**config.mk**
```make
export PLATFORM = sky130hd
export DESIGN_NAME = pu_mult_pipe
export DESIGN_NICKNAME = d
export VERILOG_FILES = /design/src/rtl/pu_attr_pkg.sv /design/src/rtl/mult_pipe.sv /design/src/rtl/pu_mult_pipe.sv
export SDC_FILE = /design/constraint.sdc
export NUM_CORES = 2
export LEC_CHECK = 0
export ABC_AREA = 1
export CAP_MARGIN = 10
export CORE_UTILIZATION = 39
export CTS_BUF_LIST = sky130_fd_sc_hd__clkbuf_8
export CTS_CLUSTER_DIAMETER = 30
export CTS_CLUSTER_SIZE = 20
export DETAILED_ROUTE_END_ITERATION = 8
export GPL_TIMING_DRIVEN = 1
export SETUP_SLACK_MARGIN = 0.1
export SKIP_CTS_REPAIR_TIMING = 1
export SLEW_MARGIN = 5
export SYNTH_ARGS = -nofsm -noshare
export SYNTH_HDL_FRONTEND = slang
export SYNTH_SLANG_ARGS = --single-unit
export TNS_END_PERCENT = 1
```
**constraint.sdc**
```tcl
create_clock -name clk -period 7.15 [get_ports clk]
set_input_delay 0.715 -clock clk [delete_from_list [all_inputs] [get_ports clk]]
set_output_delay 0.715 -clock clk [all_outputs]
set_load 0.05 [all_outputs]
```
**src/rtl/pu_attr_pkg.sv**
```systemverilog
// Attribute bus definitions shared by the processing units.
// Provides default widths, flag bit indices and an attribute-compose helper.
package pu_attr_pkg;

    localparam int PU_ATTR_WIDTH = 4;
    localparam int PU_INVALID    = 0;
    localparam int PU_LOST       = 1;

    // Builds a wide attribute word with only the invalid and lost flags set.
    // Callers cast the result down to their own ATTR_WIDTH+1 bus.
    function automatic logic [31:0] attr_compose(
        input int   inv_idx,
        input int   lost_idx,
        input logic inv,
        input logic lost
    );
        logic [31:0] a;
        a           = '0;
        a[inv_idx]  = inv;
        a[lost_idx] = lost;
        return a;
    endfunction

endpackage

```
**src/rtl/mult_pipe.sv**
```systemverilog
// Signed multiplier followed by STAGES register stages.
// Ports: clk, rst (async, active-low), in_valid/a/b/in_invalid launch an op;
// out_valid/product/out_invalid present it STAGES edges later.
module mult_pipe #(
    parameter int WIDTH  = 32,
    parameter int STAGES = 2
) (
    input  logic                      clk,
    input  logic                      rst,
    input  logic                      in_valid,
    input  logic signed [WIDTH-1:0]   a,
    input  logic signed [WIDTH-1:0]   b,
    input  logic                      in_invalid,
    output logic                      out_valid,
    output logic signed [2*WIDTH-1:0] product,
    output logic                      out_invalid
);

    localparam int PW = 2 * WIDTH;

    logic signed [PW-1:0] prod_q [STAGES];
    logic [STAGES-1:0]    valid_q;
    logic [STAGES-1:0]    inv_q;

    always_ff @(posedge clk or negedge rst) begin
        if (!rst) begin
            valid_q <= '0;
            inv_q   <= '0;
            for (int i = 0; i < STAGES; i++) begin
                prod_q[i] <= '0;
            end
        end else begin
            valid_q[0] <= in_valid;
            inv_q[0]   <= in_invalid;
            prod_q[0]  <= PW'(a) * PW'(b);
            for (int i = 1; i < STAGES; i++) begin
                valid_q[i] <= valid_q[i-1];
                inv_q[i]   <= inv_q[i-1];
                prod_q[i]  <= prod_q[i-1];
            end
        end
    end

    assign out_valid   = valid_q[STAGES-1];
    assign out_invalid = inv_q[STAGES-1];
    assign product     = prod_q[STAGES-1];

endmodule

```
**src/rtl/pu_mult_pipe.sv**
```systemverilog
// Pipelined fixed-point multiplier PU with saturation and an in-order result FIFO.
// Ports: clk, rst (async, active-low); signal_wr/signal_sel/data_in/attr_in write
// operand A (sel=0) or launch with B (sel=1); signal_oe reads and pops data_out/attr_out.
module pu_mult_pipe
    import pu_attr_pkg::*;
#(
    parameter int DATA_WIDTH   = 32,
    parameter int ATTR_WIDTH   = PU_ATTR_WIDTH,
    parameter int FRAC_WIDTH   = 0,
    parameter int MULT_STAGES  = 2,
    parameter int RESULT_DEPTH = 4,
    parameter bit SATURATE     = 1'b1,
    parameter int INVALID      = PU_INVALID,
    parameter int LOST         = PU_LOST
) (
    input  logic                  clk,
    input  logic                  rst,
    input  logic                  signal_wr,
    input  logic                  signal_sel,
    input  logic [DATA_WIDTH-1:0] data_in,
    input  logic [ATTR_WIDTH:0]   attr_in,
    input  logic                  signal_oe,
    output logic [DATA_WIDTH-1:0] data_out,
    output logic [ATTR_WIDTH:0]   attr_out
);

    localparam int W     = DATA_WIDTH;
    localparam int PW    = 2 * W;
    localparam int PTR_W = $clog2(RESULT_DEPTH);
    localparam int CNT_W = PTR_W + 1;
    localparam int CRD_W = PTR_W + 2;

    logic [W-1:0]     a_q;
    logic             a_inv_q;
    logic [CNT_W-1:0] count_q;
    logic [CNT_W-1:0] flight_q;
    logic [PTR_W-1:0] wr_ptr;
    logic [PTR_W-1:0] rd_ptr;
    logic             lost_q;

    logic             launch;
    logic             drop;
    logic             accept;
    logic             push;
    logic             pop;
    logic             empty;
    logic             pipe_inv;
    logic [CRD_W-1:0] credits_used;

    logic signed [PW-1:0] prod;
    logic signed [PW-1:0] shifted;
    logic                 ovf;
    logic [W-1:0]         result;

    logic [W-1:0]            mem_data [RESULT_DEPTH];
    logic [RESULT_DEPTH-1:0] mem_inv;
    logic                    head_inv;
    logic [W-1:0]            head_data;
    logic                    unused_attr;

    assign unused_attr = ^attr_in;

    assign launch       = signal_wr & signal_sel;
    assign credits_used = CRD_W'(count_q) + CRD_W'(flight_q);
    assign drop         = launch & (credits_used == CRD_W'(RESULT_DEPTH));
    assign accept       = launch & ~drop;
    assign empty        = (count_q == '0);
    assign pop          = signal_oe & ~empty;

    always_ff @(posedge clk or negedge rst) begin
        if (!rst) begin
            a_q     <= '0;
            a_inv_q <= 1'b0;
        end else if (signal_wr && !signal_sel) begin
            a_q     <= data_in;
            a_inv_q <= attr_in[INVALID];
        end
    end

    mult_pipe #(
        .WIDTH  (W),
        .STAGES (MULT_STAGES)
    ) u_mult (
        .clk         (clk),
        .rst         (rst),
        .in_valid    (accept),
        .a           (a_q),
        .b           (data_in),
        .in_invalid  (a_inv_q | attr_in[INVALID]),
        .out_valid   (push),
        .product     (prod),
        .out_invalid (pipe_inv)
    );

    // Arithmetic shift floors toward -inf; the result fits only when
    // every bit above the new sign bit matches it.
    assign shifted = prod >>> FRAC_WIDTH;
    assign ovf     = ~((&shifted[PW-1:W-1]) | ~(|shifted[PW-1:W-1]));

    always_comb begin
        result = shifted[W-1:0];
        if (ovf && SATURATE) begin
            result = shifted[PW-1] ? {1'b1, {(W-1){1'b0}}}
                                   : {1'b0, {(W-1){1'b1}}};
        end
    end

    always_ff @(posedge clk) begin
        if (push) begin
            mem_data[wr_ptr] <= result;
            mem_inv[wr_ptr]  <= ovf | pipe_inv;
        end
    end

    // Pointers wrap naturally because the depth is a power of two.
    always_ff @(posedge clk or negedge rst) begin
        if (!rst) begin
            wr_ptr   <= '0;
            rd_ptr   <= '0;
            count_q  <= '0;
            flight_q <= '0;
            lost_q   <= 1'b0;
        end else begin
            if (push) wr_ptr <= wr_ptr + 1'b1;
            if (pop)  rd_ptr <= rd_ptr + 1'b1;
            count_q  <= count_q + CNT_W'(push) - CNT_W'(pop);
            flight_q <= flight_q + CNT_W'(accept) - CNT_W'(push);
            if (drop) begin
                lost_q <= 1'b1;
            end else if (pop) begin
                lost_q <= 1'b0;
            end
        end
    end

    assign head_inv  = empty ? 1'b1 : mem_inv[rd_ptr];
    assign head_data = empty ? '0 : mem_data[rd_ptr];

    assign data_out = signal_oe ? head_data : '0;
    assign attr_out = signal_oe
        ? (ATTR_WIDTH+1)'(attr_compose(INVALID, LOST, head_inv, lost_q))
        : '0;

endmodule

```
# Word-level counts from Yosys, hierarchy flattened
# Memory sizes are Yosys's and may differ from the RTL's.
# Cells that the tools add are included.
[word_totals]
register_bits = 180
mem_bits_rw = 128
inputBits = 42
output_inout_bits = 37
wordCells = 58
mem_count = 1
[mem_list]
columns = ["memory", "words", "word_bits", "read_ports", "rd_ports_with_merged_regs", "write_ports", "line_no", "text"]
rows = [
  ["mem_data", 4, 32, 1, 0, 1, "pu_mult_pipe.sv:55", "logic [W-1:0] mem_data [RESULT_DEPTH];"],
]
[op_classes]
addsub = 7
n_mul = 1
order_cmp = 3
n_eq_ne = 1
muxes = 15
bitwise_logic = 11
reduce_logical = 7
[op_table]
columns = ["op", "count"]
rows = [
  ["2-to-1 mux 32 bit", 4],
  ["multiplier 32 x 32 -> 64 bit", 1],
  ["AND reduction 33 bit", 1],
  ["OR reduction 33 bit", 1],
  ["2-to-1 mux 1 bit", 7],
  ["adder 3 x 1 -> 3 bit", 2],
  ["less-than comparator 2 x 3 -> 1 bit (second input constant)", 2],
  ["subtractor 3 x 1 -> 3 bit", 2],
  ["adder 2 x 1 -> 2 bit (second input constant)", 2],
  ["adder 3 x 3 -> 4 bit", 1],
  ["bitwise AND 1 bit", 4],
  ["bitwise mux 4 bit", 1],
  ["== test 4 x 3 -> 1 bit (second input constant)", 1],
  ["inverter 1 bit", 4],
  ["zero test 3 bit", 1],
  ["bitwise OR 1 bit", 3],
  ["binary-select mux 1 bit (select 2 bit)", 1],
  ["demux 1 bit (select 2 bit)", 1],
  [">= comparator 2 x 1 -> 1 bit (second input constant)", 1],
  ["logical AND 1 bit", 2],
  ["2-to-1 mux 2 bit", 1],
  ["nonzero test 2 bit", 1],
  ["zero test 1 bit", 1],
]

# Depth between registers and ports, before layout
[logic_depth]
word_depth = 7
ltp_mapped = 32
ltp_nobuf = 30

# Cells and area by module
# A second synthesis with hierarchy kept.
[hier_totals]
hier_cells = 5772
area_unflattened_um2 = 49917.9
[modules_own_cells]
columns = ["module", "instances", "cells_each", "area_per_inst_um2", "seq_area_each_um2"]
rows = [
  ["mult_pipe", 1, 5093, 42266.8, 3303.2],
  ["pu_mult_pipe", 1, 679, 7651.1, 5064.9],
]

# Worst setup path after synthesis
# No wires, ideal clock.
[synth_path]
kind = "input to register"
startpoint = "input data_in[7]"
endpoint = "register u_mult.prod_q[126] in the netlist's numbering"
setup_ns = 0.117
arrival_time_ns = 7.429
required_time_ns = 7.033
path_slack_ns = -0.396
stages = 26
path_buffers = 2
cell_sequence = "clkbuf_1 clkbuf_1 nand2_1 inv_1 fa_1 inv_1 fa_1 inv_1 fa_1 fa_1 inv_1 fa_1 inv_1 fa_1 inv_1 fa_1 inv_1 fa_1 ha_1 nand2_1 nor2_1 nand2_1 nor4_1 nand2_1 nand3_1 nand2_1"
[synth_between]
elab_chain_cells = 1
[synth_lines]
columns = ["item", "line_no", "text"]
rows = [
  ["from (decl)", "pu_mult_pipe.sv:20", "input logic [DATA_WIDTH-1:0] data_in,"],
  ["multiplier 32 x 32 -> 64 bit", "mult_pipe.sv:35", "prod_q[0] <= PW'(a) * PW'(b);"],
  ["to (signal, indexed assignment)", "mult_pipe.sv:39", "prod_q[i] <= prod_q[i-1];"],
  ["to (decl)", "mult_pipe.sv:21", "logic signed [PW-1:0] prod_q [STAGES];"],
]
# Every way passes these cells.
# A chain may end at the register's enable or synchronous reset.

# Final worst setup path
[layout_path]
startpoint = "input data_in[13]"
endpoint = "register u_mult.prod_q[111] in the netlist's numbering"
# The elaborated chain is that of the path after synthesis.

==> metrics.json <==
{
  "clockBufferDepth": {"value": 3},
  "tritoncts.num_buffers": {"value": 73},
  "critical_path.startpoint": {"value": "data_in[13]"},
  "r2r_setup_slack": {"value": 0.29, "unit": "ns"},
  "gr-usage-all-layers": {"value": 22.5, "unit": "%"},
  "detail_route.iter0.violations": {"value": 2321},
  "grt_pass1_wl": {"value": 225, "unit": "mm"},
  "max_slew.worst_pin.slew": {"value": 1.02, "unit": "ns"},
  "postLayoutCellArea": {"value": 58300, "unit": "sq um"},
  "worst_setup_path_endpoint": {"value": "u_mult.prod_q[111]"},
  "first_global_vias": {"value": 40500},
  "number_of_cells_on_the_worst_reg_to_reg_path": {"value": 23},
  "timing.fmax": {"value": 145, "unit": "MHz"},
  "post_synth_mux_area_share": {"value": 0.703, "unit": "%"},
  "ys_types": {"value": 40},
  "area_after_dpl": {"value": 55600, "unit": "sq um"},
  "post_synth_inst_count": {"value": 5837},
  "synth_top_family_by_area": {"value": "adder cells"},
  "outcome": {"value": "completed"},
  "critical_path.endpoint_type": {"value": "flip-flop"},
  "nets": {"value": 7483},
  "ys.warnings.count": {"value": 0},
  "cell_seen_most_often_among_critical_path_stages": {"value": "fa_1"},
  "design.core.area": {"value": 126000, "unit": "sq um"},
  "route.final.wire_length": {"value": 139, "unit": "mm"},
  "worst-path-max-fanout": {"value": 17},
  "post_synth_main_area_contributors": {"value": "fa_1 44%, inv_1 13%, nand2_1 12%"},
  "data_arrival_time_of_the_critical_path": {"value": 7.44, "unit": "ns"},
  "layout-drive-gt1-share": {"value": 13.8, "unit": "%"},
  "vias": {"value": 37000},
  "tritoncts": {"value": "built"},
  "grt_setup_unrepaired": {"value": "yes"},
  "cts-htree-levels": {"value": 3},
  "port_buffers": {"value": 71},
  "number_of_fill_cells_in_the_layout": {"value": 12000},
  "yosys.cell_count.top_type": {"value": "inv_1"},
  "antenna_found_initial": {"value": 2},
  "synth_compound_area_share": {"value": 2.29, "unit": "%"},
  "critical_path.slowest_cell": {"value": "fa_1"},
  "report.final.hold_viol_count": {"value": 0},
  "max-slew-margin-rel": {"value": 32.3, "unit": "%"},
  "clk_root_buffer_cell": {"value": "clkbuf_8"},
  "rows": {"value": 130},
  "die_footprint": {"value": 129000, "unit": "sq um"},
  "critical-path-max-stage-delay": {"value": 0.56, "unit": "ns"},
  "syn-cell-area": {"value": 49700, "unit": "sq um"},
  "synth-edff-count": {"value": 132},
  "final_antenna_net_count": {"value": 0},
  "min_period": {"value": 6.91, "unit": "ns"},
  "worstSetupStartpointType": {"value": "primary input"},
  "report.final.setup_viol": {"value": 0},
  "synth_top_area_share": {"value": 43.7, "unit": "%"},
  "routed_wire_length_per_instance": {"value": 17.7, "unit": "um"},
  "timing.max_cap.violations": {"value": 0},
  "share_of_synthesized_cell_area_in_and_or_nand_and_nor_gates": {"value": 15.6, "unit": "%"},
  "clock-skew-final": {"value": 0.0447, "unit": "ns"},
  "synth-xor-area-share": {"value": 0.793, "unit": "%"},
  "critical_path.reg2reg.startpoint": {"value": "a_q[31]"},
  "post-route-period-util": {"value": 96.6, "unit": "%"},
  "post_synth_fa_ha_maj_area_fraction": {"value": 48.6, "unit": "%"},
  "route.detailed.drc": {"value": 0},
  "min-delay-path-class": {"value": "primary input to async pin"},
  "ys_seq_area_share": {"value": 16.8, "unit": "%"},
  "grt_max_degree": {"value": 96},
  "dominantRegCellSynth": {"value": "dfrtp_1"},
  "die_h": {"value": 359, "unit": "um"},
  "synth_seq_cells": {"value": 308},
  "netlist.top_cell.by_area": {"value": "fa_1"},
  "cts.reportedPaths.clkPinSlew": {"value": 0.05, "unit": "ns"},
  "synthTopCellsByCount": {"value": "1713 x inv_1, 1530 x nand2_1, 1085 x fa_1, 265 x clkbuf_1, 253 x nor2_1"},
  "clkLatencyLatePin": {"value": 0.69, "unit": "ns"},
  "worstSetupPathType": {"value": "primary input to flip-flop"},
  "firstDrtPassIters": {"value": 5},
  "total_congestion_overflow": {"value": 0},
  "cts_sinks": {"value": 308},
  "ioPinCount": {"value": 79},
  "flow.area_growth_from_synthesis": {"value": 17.3, "unit": "%"},
  "place.detailed.hpwl": {"value": 113, "unit": "mm"},
  "worst-endpoint-required": {"value": 7.68, "unit": "ns"},
  "horizontal_extent_of_the_die": {"value": 359, "unit": "um"},
  "post_synth.cell_area_avg": {"value": 8.51, "unit": "sq um"},
  "async_flop_share": {"value": 57.1, "unit": "%"},
  "worst_hold_slack": {"value": 0.144, "unit": "ns"},
  "gpl.final_weighted_congestion": {"value": 0.910},
  "worstReg2RegEnd": {"value": "u_mult.prod_q[116]"},
  "timing.final.max_slew_violations": {"value": 0},
  "drt-vias-per-instance": {"value": 4.71},
  "initial_util": {"value": 39.4, "unit": "%"}
}
[metal layers]
metal,up-vias,part of all wire (%),global-route usage (%)
met1,18600,42,29.2
met4,0,3.4,7.65
met5,-,0,0
met2,1106,49,38.8
li1,17000,-,-
met3,237,5.4,2.67
[worst max-delay path: cells and delay by family]
family        cells  cell delay (ns)
fa+ha+maj         9             4.24
buf+inv          12             1.72
simple gates      7             0.75
[cells in the final DEF (no fill, tap or decap), types with 59 or more instances in the layout]
master,netlist,final
a21oi_1,100,73
buf_12,0,66
buf_4,3,384
clkbuf_8,0,77
clkdlybuf4s50_1,0,59
dfrtp_1,176,168
edfxtp_1,132,132
fa_1,1085,1067
ha_1,195,167
inv_1,1713,1702
nand2_1,1530,1490
nand3_1,70,67
nor2_1,253,215
o21ai_0,90,84
[cells by family after synthesis]
| kind of cell | after synthesis |
|---|---|
| flops | 308 |
| simple gates | 1958 |
| other cells | 1 |
| xor+xnor | 45 |
| compound gates | 215 |
| fa+ha+maj | 1280 |
| mux | 31 |
| buf+inv | 1999 |
[flip-flops by register name, summed over array words and instances (netlist names)]
signal,flops
flight_q,3
u_mult.valid_q,2
mem_inv,4
mem_data,128
wr_ptr,2
u_mult.prod_q,64
a_inv_q,1
a_q,32
u_mult.product,64
count_q,3
lost_q,1
u_mult.inv_q,2
rd_ptr,2
[cell type report]
cell class	count	area (sq um)	share of cell area, %
multi-input cells	3532	34700	59.5
clock buffers	76	1050	1.79
diodes	1	2.50	0.00429
inverters	1715	6450	11.1
flip-flops and latches	308	8380	14.4
well taps	1650	2060	3.54
clock inverters	54	587	1.01
repair buffers	531	5070	8.70
[worst min path at each step]
stage	slack (ns)	to	from
floorplan	0.33	u_mult.inv_q[1]	u_mult.inv_q[0]
global placement	0.33	u_mult.product[45]	u_mult.prod_q[109]
detailed placement	0.33	u_mult.product[14]	u_mult.prod_q[78]
CTS	0.17	a_q[27]	rst
global route	0.21	a_q[22]	rst
finish	0.14	a_q[22]	rst
[metrics by stage]
| step | instances | setup TNS [ns] | util [%] | setup slack, ns |
|---|---|---|---|---|
| 6_report | 7867 | 0 | 46.2 | 0.241 |
| 2_1_floorplan | 5839 | 0 | - | 0.0719 |
| 4_1_cts | 7852 | 0 | 45.4 | 0.0465 |
| 3_3_place_gp | 7722 | -22.13 | 44.1 | -0.676 |
| 3_5_place_dp | 7722 | -22.64 | 44.1 | -0.659 |
| 5_1_grt | 7867 | 0 | 46.2 | 0.0294 |
Power is left out: the tool's default activity adds up to more than one toggle a clock period on the data nets, which glitch-free logic cannot reach.
